`src/rtl/bcd_updown_counter_n.sv`:
```
// Multi-digit packed-BCD up/down counter.
// Every digit steps in the same edge: carry/borrow is a combinational
// prefix of "all lower digits are 9" / "all lower digits are 0", so there
// is no ripple latency. Parallel load replaces out-of-range digits by 0
// and flags it. WRAP selects wrap-around or saturation at the range limits.
module bcd_updown_counter_n #(
  parameter int DIGITS = 4,
  parameter bit WRAP   = 1'b1
) (
  input  logic                  stepclk,
  input  logic                  reset,
  input  logic                  en,
  input  logic                  updown,
  input  logic                  load,
  input  logic [4*DIGITS-1:0]   load_val,
  output logic [4*DIGITS-1:0]   cnt_out,
  output logic                  at_max,
  output logic                  at_zero,
  output logic                  ovf,
  output logic                  load_err
);

  logic [4*DIGITS-1:0] cnt_q;
  logic [4*DIGITS-1:0] step_val;
  logic [4*DIGITS-1:0] load_clean;
  logic                load_bad;
  logic [DIGITS:0]     low_all9;
  logic [DIGITS:0]     low_all0;
  logic                at_limit;

  // Prefix chains: low_all9[i] means digits 0..i-1 are all 9 (likewise for 0).
  always_comb begin
    low_all9[0] = 1'b1;
    low_all0[0] = 1'b1;
    for (int i = 0; i < DIGITS; i++) begin
      low_all9[i+1] = low_all9[i] & (cnt_q[4*i +: 4] == 4'd9);
      low_all0[i+1] = low_all0[i] & (cnt_q[4*i +: 4] == 4'd0);
    end
  end

  assign at_max  = low_all9[DIGITS];
  assign at_zero = low_all0[DIGITS];

  // A step that would cross the range limit in the current direction.
  assign at_limit = updown ? at_zero : at_max;

  // Next count for one step; the natural 9->0 / 0->9 digit rollover gives wrap.
  always_comb begin
    step_val = cnt_q;
    for (int i = 0; i < DIGITS; i++) begin
      if (!updown) begin
        if (low_all9[i]) begin
          step_val[4*i +: 4] = (cnt_q[4*i +: 4] == 4'd9) ? 4'd0 : cnt_q[4*i +: 4] + 4'd1;
        end
      end else begin
        if (low_all0[i]) begin
          step_val[4*i +: 4] = (cnt_q[4*i +: 4] == 4'd0) ? 4'd9 : cnt_q[4*i +: 4] - 4'd1;
        end
      end
    end
  end

  // Sanitise the load value: digits above 9 become 0 and raise load_bad.
  always_comb begin
    load_clean = load_val;
    load_bad   = 1'b0;
    for (int i = 0; i < DIGITS; i++) begin
      if (load_val[4*i +: 4] > 4'd9) begin
        load_clean[4*i +: 4] = 4'd0;
        load_bad             = 1'b1;
      end
    end
  end

  // Count register and one-cycle status pulses; priority reset > load > en > hold.
  always_ff @(posedge stepclk) begin
    if (!reset) begin
      cnt_q    <= '0;
      ovf      <= 1'b0;
      load_err <= 1'b0;
    end else if (load) begin
      cnt_q    <= load_clean;
      ovf      <= 1'b0;
      load_err <= load_bad;
    end else if (en) begin
      if (!(at_limit && !WRAP)) begin
        cnt_q <= step_val;
      end
      ovf      <= at_limit;
      load_err <= 1'b0;
    end else begin
      ovf      <= 1'b0;
      load_err <= 1'b0;
    end
  end

  assign cnt_out = cnt_q;

endmodule

```
`config.mk`:
```
export PLATFORM = sky130hd
export DESIGN_NAME = bcd_updown_counter_n
export DESIGN_NICKNAME = d
export VERILOG_FILES = /design/src/rtl/bcd_updown_counter_n.sv
export SDC_FILE = /design/constraint.sdc
export NUM_CORES = 1
export LEC_CHECK = 0
export BUFFER_PORTS_ARGS = -buffer_cell sky130_fd_sc_hd__buf_2
export CELL_PAD_IN_SITES_DETAIL_PLACEMENT = 1
export CELL_PAD_IN_SITES_GLOBAL_PLACEMENT = 1
export CORE_MARGIN = 3
export CORE_UTILIZATION = 35
export CTS_CLUSTER_DIAMETER = 60
export CTS_CLUSTER_SIZE = 8
export DETAILED_ROUTE_END_ITERATION = 6
export GPL_TIMING_DRIVEN = 1
export MAX_ROUTING_LAYER = met4
export PLACE_DENSITY_LB_ADDON = 0.1
export REMOVE_ABC_BUFFERS = 1
export SYNTH_ARGS = -nofsm -noshare
export SYNTH_HDL_FRONTEND = slang
export SYNTH_SLANG_ARGS = --single-unit
```
`constraint.sdc`:
```
create_clock -name stepclk -period 1.54 [get_ports stepclk]
set_input_delay 0 -clock stepclk [delete_from_list [all_inputs] [get_ports stepclk]]
set_output_delay 0 -clock stepclk [all_outputs]
set_load 0.01 [all_outputs]
```
# Word level (Yosys, flattened, before mapping)
# Index checks and enable logic that the tools add are counted.
# op_classes
addsub	8
mul	0
div_mod_pow	0
n_lt_le_gt_ge	4
eq_ne	7
n_shift	0
muxes	29
bitwise	8
n_reduce_logical	13
# ops
operator	count
4-bit two-way mux	22
16-bit two-way mux	2
4-bit by 1-bit adder with 4-bit output (second input constant)	4
4-bit equality test (second input constant)	4
4-bit > comparator (second input constant)	4
4-bit logical NOT	4
4-bit by 1-bit subtractor with 4-bit output (second input constant)	4
3-bit by 1-bit inequality test with 1-bit output (second input constant)	3
3-bit AND reduction	3
3-bit nonzero test	3
1-bit bitwise AND	6
1-bit two-way mux	5
3-bit OR reduction	1
1-bit inverter	2
2-bit AND reduction	1
2-bit nonzero test	1
# word_totals
regBits	18
latchBits	0
ram_bits	0
rom_bits	0
inputBits	21
output_inout_bits	20
wordCells	75
memories	0

# Longest topological paths before layout
# Gate-level depths: netlist of the first run.
# logic_depth
depth_word	7
ltp_mapped	7
ltp_nobuf	5

# Worst setup path before layout of the first run
# No wires, ideal clock.
# synth_path
path_type	reg2reg
startpoint	register cnt_q[8] (netlist: cnt_out[8])
endpoint	register ovf
setup_ps	78
t_arrival_ps	1606
required_time_ps	1462
path_slack_ps	-144
path_stages_with_launch	7
path_buffers	1
period_less_slack_ps	1684
cell_sequence	dfxtp_1 clkbuf_1 and4bb_2 nand4_1 nor4_2 mux2i_1 nor3_1
# synth_between
elab_chain_cells	4
elab_cells_between_ends	7
cone_classes	eq/ne: 1; mux: 1; bitwise: 4; reduce/logical: 1
# synth_rtl
item	line_no	rtl
from (decl)	23	logic [4*DIGITS-1:0] cnt_q;
from (signal assigned)	82	cnt_q <= load_clean;
from (signal assigned)	87	cnt_q <= step_val;
4-bit equality test	36	low_all9[i+1] = low_all9[i] & (cnt_q[4*i +: 4] == 4'd9);
1-bit bitwise AND (2 in a row)	36	
net at_max	17	output logic at_max,
1-bit two-way mux	45	assign at_limit = updown ? at_zero : at_max;
to (signal assigned)	89	ovf <= at_limit;
to (decl)	19	output logic ovf,
# The timed path passes the listed nets, and every way through them passes these cells.
# A chain may end at the register's enable or synchronous reset.

# Worst setup path after layout of the first run
# layout_path
startpoint	register cnt_q[5] (netlist: cnt_out[5])
endpoint	register cnt_q[13] (netlist: cnt_out[13])
# layout_between
elab_chain_cells	5
elab_cells_between_ends	9
cone_classes	eq/ne: 2; bitwise: 4; reduce/logical: 3
# layout_rtl
item	line_no
4-bit logical NOT or 4-bit equality test (tied branches)	37, 36
1-bit bitwise AND, on equally long branches (2 in a row)	37, 36
3-bit by 1-bit inequality test with 1-bit output (no line) or 3-bit nonzero test (tied branches)	n/a
3-bit AND reduction (no line) *	n/a
# Every way passes the cells marked *; elsewhere a longest branch is shown, timed or not.

==> results.py, run 1 <==
metrics = {
    "route": {
        "drc": 0,
        "drt_iter0_drc": 138,
        "dr.pass1.iters": 4,
        "ant_nets": 0,
        "wirelength_um": 7540,
        "wl_per_cell_um": 20.7,
        "via_per_inst": 5.95,
        "via_count": 2170,
    },
    "clocking": {
        "clockBufferDepth": 2,
        "clk_pin_slew_ns": 0.08,
        "numCtsBuffers": 3,
        "clk_latency_ns": 0.28,
        "hold_buffers": 0,
        "root_buffer": "clkbuf_8",
        "cts.sinks": 18,
        "htree_levels": 1,
        "cts_tree": "yes",
    },
    "placed_design": {
        "place_ws_ns": -0.0876,
        "port_buffers": 40,
        "dp.final_hpwl_um": 4660,
        "gp_congestion": 0.833,
    },
    "floorplan": {
        "die_y_um": 75.8,
        "rows": 24,
        "ios": 41,
        "die_w_um": 75.8,
        "start_util_pct": 37.6,
        "die_area_mm2": 0.00575,
        "core-area_mm2": 0.00453,
    },
    "worst_setup_path": {
        "cp_data_required_time_ns": 1.71,
        "reg2reg_depth": 6,
        "crit_type": "reg -> reg",
        "crit_start": "cnt_out[5]",
        "r2r_end": "cnt_out[13]",
        "r2r-start": "cnt_out[5]",
        "end_kind": "register",
        "rrSetupSlack_ns": -0.15,
        "crit_path_start_kind": "register",
        "path_max_fanout": 5,
        "cp.arrival_ns": 1.86,
    },
    "power_and_ir_drop": {
        "p_leak_nw": 1.03,
        "power_w": 0.00176,
        "p_per_area_mw_per_mm2": 690,
        "peakVddDrop_mv": 0.325,
    },
    "yosys": {
        "syn_area_mm2": 0.00171,
        "synth_top_family_by_area": "compound AO/OA/AOI/OAI gates",
        "yosysUniqueCellTypes": 64,
        "yosys_warnings": 0,
        "synth-xor-area-share_pct": 3.59,
        "synthArstFlopShare_pct": 0,
        "ys_ff_latch": 18,
        "syn_inst": 231,
        "synth_compound_area_share_pct": 33.1,
        "yosysSeqAreaShare_pct": 21.1,
        "muxShareOfSynthArea_pct": 2.49,
        "syn_avg_cell_area_um2": 7.39,
        "synth_edf_count": 0,
        "synth_fa_ha_area_share_pct": 0,
        "ys.flop_type": "dfxtp_1",
        "synthSimpleGateAreaFrac_pct": 31.9,
    },
    "final_layout": {
        "layout_commonest_cell": "buf_2",
        "drive_gt1_share_pct": 47.3,
        "final_cell_mix": "buf_2 (40), buf_4 (35), nand2_1 (17), o21ai_0 (15), a21oi_1 (15)",
        "n_antenna_cell": 0,
        "fill_cells": 562,
        "syn2layout_area_growth_pct": 49.7,
        "fin_util_pct": 56.3,
        "num-nets-final": 323,
    },
    "sta": {
        "fin_ws_ns": -0.147,
        "max_freq_mhz": 593,
        "hold_violations": 0,
        "finalMaxSlewViolations": 0,
        "setup_violations": 14,
        "period_minus_slack_ns": 1.69,
        "tightest_slew_ns": 0.493,
        "maxSlewHeadroom_pct": 66.8,
        "rsz0062_at_grt": "true",
        "clock-skew-final_ns": 0.00362,
        "post-route-period-util_pct": 110,
    },
    "hold_path": {
        "whs_endpoint": "cnt_out[1]",
        "min_delay_path_depth": 3,
        "holdCritPathClass": "in -> reg",
        "hp-start": "load_val[1]",
    },
    "run": {
        "drv_cap": 0,
    },
    "global_route": {
        "gr-total-overflow": 0,
        "antenna_found_initial": 0,
        "grt_usage_pct": 25.5,
        "grt_first_pass_wirelength_um": 10600,
        "grt_max_degree": 22,
        "grt_pass1_vias": 2117,
    },
    "status": {
        "violations": "setup timing",
        "outcome": "finished with violations",
    },
}
==> worst max-delay path by stage <==
stage             endpoint  slack, ns
2_1_floorplan  cnt_out[11]      -0.25
3_3_place_gp   cnt_out[12]      -0.10
3_5_place_dp   cnt_out[12]      -0.09
4_1_cts        cnt_out[12]      -0.06
5_1_grt        cnt_out[13]      -0.25
6_report       cnt_out[13]      -0.15
==> Yosys cell counts (all sizes together) (2+ instances only) <==
cell	n	area [um^2]
o311ai	2	17.5
a32oi	3	26.3
nand3	6	30.0
buf	10	58.8
a21oi	20	119
o21ai	20	100
a31oi	4	25.0
o32ai	2	17.5
and4b	2	23.8
o22ai	7	43.8
nand2b	8	50.1
clkbuf	11	41.3
dfxtp	18	360
a221oi	2	17.5
nor4bb	2	20.0
and2	3	18.8
nand2	18	67.6
nand4	4	25.0
inv	8	30.0
mux2i	2	20.0
xnor2	5	43.8
a41oi	2	17.5
nor3	9	50.1
nand3b	2	15.0
nor3b	3	22.5
o31a	2	17.5
mux2	2	22.5
or2	2	15.0
nor4	4	43.8
xor2	2	17.5
nor2b	8	50.1
a211oi	2	15.0
a311o	2	20.0
a22o	2	17.5
o31ai	2	15.0
nor2	12	45.0
==> routing by layer <==
| layer | part of all wire (%) | global-route usage (%) | wire, um | vias up |
|---|---|---|---|---|
| met5 | 0 | - | 0 | - |
| met4 | 3.4 | 7.77 | 253 | 0 |
| met3 | 4.7 | 3.30 | 358 | 23 |
| met2 | 50 | 43.1 | 3770 | 71 |
| met1 | 42 | 31.3 | 3160 | 1066 |
| li1 | - | - | - | 1010 |
==> worst max-delay path: stages, from the launching register on <==
cell and delay [ns]:
dfxtp_2 0.39, nor4b_4 0.24, buf_4 0.17, nand4_1 0.16, a21oi_4 0.28, nor2_1 0.06, a311oi_1 0.27
==> timing repair <==
| action | 4_1_cts | 5_1_grt |
|---|---|---|
| cloned | 0 | 0 |
| pin swaps | 15 | 25 |
| endpoints found under the setup margin | 13 | 17 |
| resized for setup | 32 | 38 |
| buffers inserted | 8 | 4 |
==> per-stage QoR <==
step	TNS, ns	instances	hold slack (ns)	area, um^2
after global routing	-2.05	365	0.0527	2550
after CTS	-0.220	362	0.0102	2370
final	-1.07	365	0.0420	2550
after detailed placement	-0.545	351	0.304	2170
after floorplan	-1.09	210	0.0766	1610
after global placement	-0.325	351	0.306	2170
==> area by class of cell <==
class	count	area (um^2)	share of cell area, %
timing repair buffer	87	607	23.8
inverter	9	36.3	1.42
sequential	18	385	15.1
clock buffer	3	41.3	1.62
tap	65	81.3	3.18
multi-input combinational	183	1400	54.9
==> cells by family (layout without fill, tap and decap cells) <==
| logic type | after synthesis | in the layout |
|---|---|---|
| AND/OR/NAND/NOR | 89 | 89 |
| flip-flops | 18 | 18 |
| XOR/XNOR | 7 | 7 |
| AO/OA/AOI/OAI | 83 | 83 |
| buffers and inverters | 30 | 99 |
| multiplexers | 4 | 4 |
==> state kept, by name, summed over array words and instances (netlist names) <==
name / cells
ovf: 1
load_err: 1
cnt_out: 16
==> where the power goes <==
part,switching [W],total (W),internal [W]
Combinational,0.000430,0.000822,0.000393
Clock,0.000204,0.000380,0.000176
Sequential,0.0000615,0.000561,0.000500
Note: power is estimated with default switching activity, not from simulation.
==> run 2: changes to the inputs <==
--- a/config.mk
+++ b/config.mk
@@ -5,14 +5,14 @@
 export SDC_FILE = /design/constraint.sdc
 export NUM_CORES = 1
 export LEC_CHECK = 0
-export BUFFER_PORTS_ARGS = -buffer_cell sky130_fd_sc_hd__buf_2
 export CELL_PAD_IN_SITES_DETAIL_PLACEMENT = 1
 export CELL_PAD_IN_SITES_GLOBAL_PLACEMENT = 1
 export CORE_MARGIN = 3
-export CORE_UTILIZATION = 35
+export CORE_UTILIZATION = 49
 export CTS_CLUSTER_DIAMETER = 60
 export CTS_CLUSTER_SIZE = 8
 export DETAILED_ROUTE_END_ITERATION = 6
+export DONT_BUFFER_PORTS = 1
 export GPL_TIMING_DRIVEN = 1
 export MAX_ROUTING_LAYER = met4
 export PLACE_DENSITY_LB_ADDON = 0.1
==> constraint.sdc (replaced) <==
create_clock -name stepclk -period 2.05 [get_ports stepclk]
set_input_delay 0 -clock stepclk [delete_from_list [all_inputs] [get_ports stepclk]]
set_output_delay 0 -clock stepclk [all_outputs]
set_load 0.01 [all_outputs]
==> results.py, run 2 (synthesized netlist as in run 1, its figures left out) <==
metrics = {
    "final_layout": {
        "n_antenna_cell": 0,
        "num-nets-final": 262,
        "largest_reg_flops": 16,
        "layout_commonest_cell": "o21ai_0",
        "fin_util_pct": 61.7,
        "final_cell_mix": "o21ai_0 (19), nand2_1 (18), a21oi_1 (17), dlygate4sd3_1 (17), dfxtp_1 (15)",
        "syn2layout_area_growth_pct": 15.0,
        "fill_cells": 419,
        "drive_gt1_share_pct": 12.1,
    },
    "global_route": {
        "grt_usage_pct": 31.8,
        "grt_max_degree": 33,
        "grt_pass1_vias": 2075,
        "antenna_found_initial": 0,
        "gr-total-overflow": 0,
        "grt_first_pass_wirelength_um": 10300,
    },
    "route": {
        "via_count": 1963,
        "drt_iter0_drc": 107,
        "wl_per_cell_um": 22.1,
        "drc": 0,
        "wirelength_um": 6280,
        "via_per_inst": 6.91,
        "ant_nets": 0,
        "dr.pass1.iters": 4,
    },
    "sta": {
        "tightest_slew_ns": 0.729,
        "rsz0062_at_grt": "true",
        "setup_violations": 0,
        "max_freq_mhz": 513,
        "fin_ws_ns": 0.103,
        "finalMaxSlewViolations": 0,
        "hold_violations": 0,
        "maxSlewHeadroom_pct": 51.4,
        "clock-skew-final_ns": 0.00185,
        "period_minus_slack_ns": 1.95,
        "post-route-period-util_pct": 95.0,
        "setup_tns_ns": 0,
    },
    "placed_design": {
        "place_ws_ns": 0.221,
        "port_buffers": 0,
        "gp_congestion": 0.861,
        "dp.final_hpwl_um": 4060,
    },
    "worst_setup_path": {
        "cpPeakStageDelay_ns": 0.63,
        "end_kind": "register",
        "r2r-start": "cnt_out[3]",
        "worstPathCellList": "nor2b_1 -> nor3_1 -> o22ai_1 -> o21ai_0 -> a21oi_1 -> dlygate4sd3_1",
        "slowest_stage": "dfxtp_1",
        "cp_data_required_time_ns": 2.30,
        "crit_start": "cnt_out[3]",
        "path_max_fanout": 11,
        "crit_path_start_kind": "register",
        "cp.arrival_ns": 2.20,
        "crit_type": "reg -> reg",
    },
    "power_and_ir_drop": {
        "peakVddDrop_mv": 0.275,
        "p_leak_nw": 0.679,
        "p_per_area_mw_per_mm2": 530,
        "power_w": 0.00104,
    },
    "hold_path": {
        "holdCritPathClass": "in -> reg",
        "hp-start": "load",
    },
    "clocking": {
        "clk_pin_slew_ns": 0.11,
        "cts.sinks": 18,
        "cts_tree": "yes",
        "clockBufferDepth": 2,
        "htree_levels": 1,
        "root_buffer": "clkbuf_4",
        "numCtsBuffers": 3,
        "clk_latency_ns": 0.30,
    },
    "floorplan": {
        "core-area_mm2": 0.00318,
        "start_util_pct": 53.7,
        "die_w_um": 65.0,
        "rows": 20,
        "ios": 41,
        "die_area_mm2": 0.00423,
        "die_y_um": 65.0,
    },
    "status": {
        "outcome": "finished clean",
    },
    "run": {
        "drv_cap": 0,
    },
}
[run 2: changes by cell type in the layout (fill, tap and decap cells not counted), sizes merged]
cell,change
buf,-79
clkbuf,+1
dlygate4sd3,+17
dlymetal6s4s,+1
[run 2: repair_timing]
item,CTS,global route
hold buffers,18,0
endpoints found under the setup margin,0,5
buffers inserted,0,0
gates resized for setup,0,6
hold endpoints to repair,17,0
[run 2: through the flow]
stage | hold WS (ns) | std cells | instance area [um^2]
2_1_floorplan | 0.0766 | 210 | 1610
3_3_place_gp | 0.0827 | 262 | 1720
3_5_place_dp | 0.0875 | 262 | 1720
4_1_cts | 0.00193 | 284 | 1940
5_1_grt | 0.0165 | 284 | 1960
6_report | 0.00609 | 284 | 1960
[run 2: final timing paths]
kind / to / slack (ns) / depth (start not counted)
worst max-delay path: cnt_out[2] / 0.10 / 6
worst min-delay path: cnt_out[11] / 0.006 / 3
worst max register to register: cnt_out[2] / 0.10 / 6
worst min register to register: cnt_out[11] / 0.63 / 2
[run 2: critical path: cells and delay by family (launching register included)]
| family | cells | cell delay, ns |
|---|---|---|
| buffers and inverters | 1 | 0.56 |
| AO/OA/AOI/OAI | 3 | 0.38 |
| AND/OR/NAND/NOR | 2 | 0.33 |
| flip-flops | 1 | 0.63 |
[run 2: report_power, final]
part           switching [W]  leakage [nW]  internal (W)
logic               0.000192         0.509      0.000164
registers          0.0000762         0.149      0.000376
clock network       0.000122        0.0210      0.000108
total               0.000390         0.679      0.000649
[run 2: layout make-up]
class                           count  area, um^2  area share, %
Timing Repair Buffer               26         243           12.4
Multi-Input combinational cell    183        1230           62.7
Clock buffer                        4        36.3           1.85
Tap cell                           44        55.1           2.81
Inverter                            9        33.8           1.72
Sequential cell                    18         364           18.6
[run 2: layer usage]
layer,vias to the layer above,GRT usage [%],share of wire (%)
met2,93,52.6,50
met4,0,11.4,2.2
met1,964,38.1,40
li1,890,-,-
met5,-,-,0
met3,16,6.59,7.7
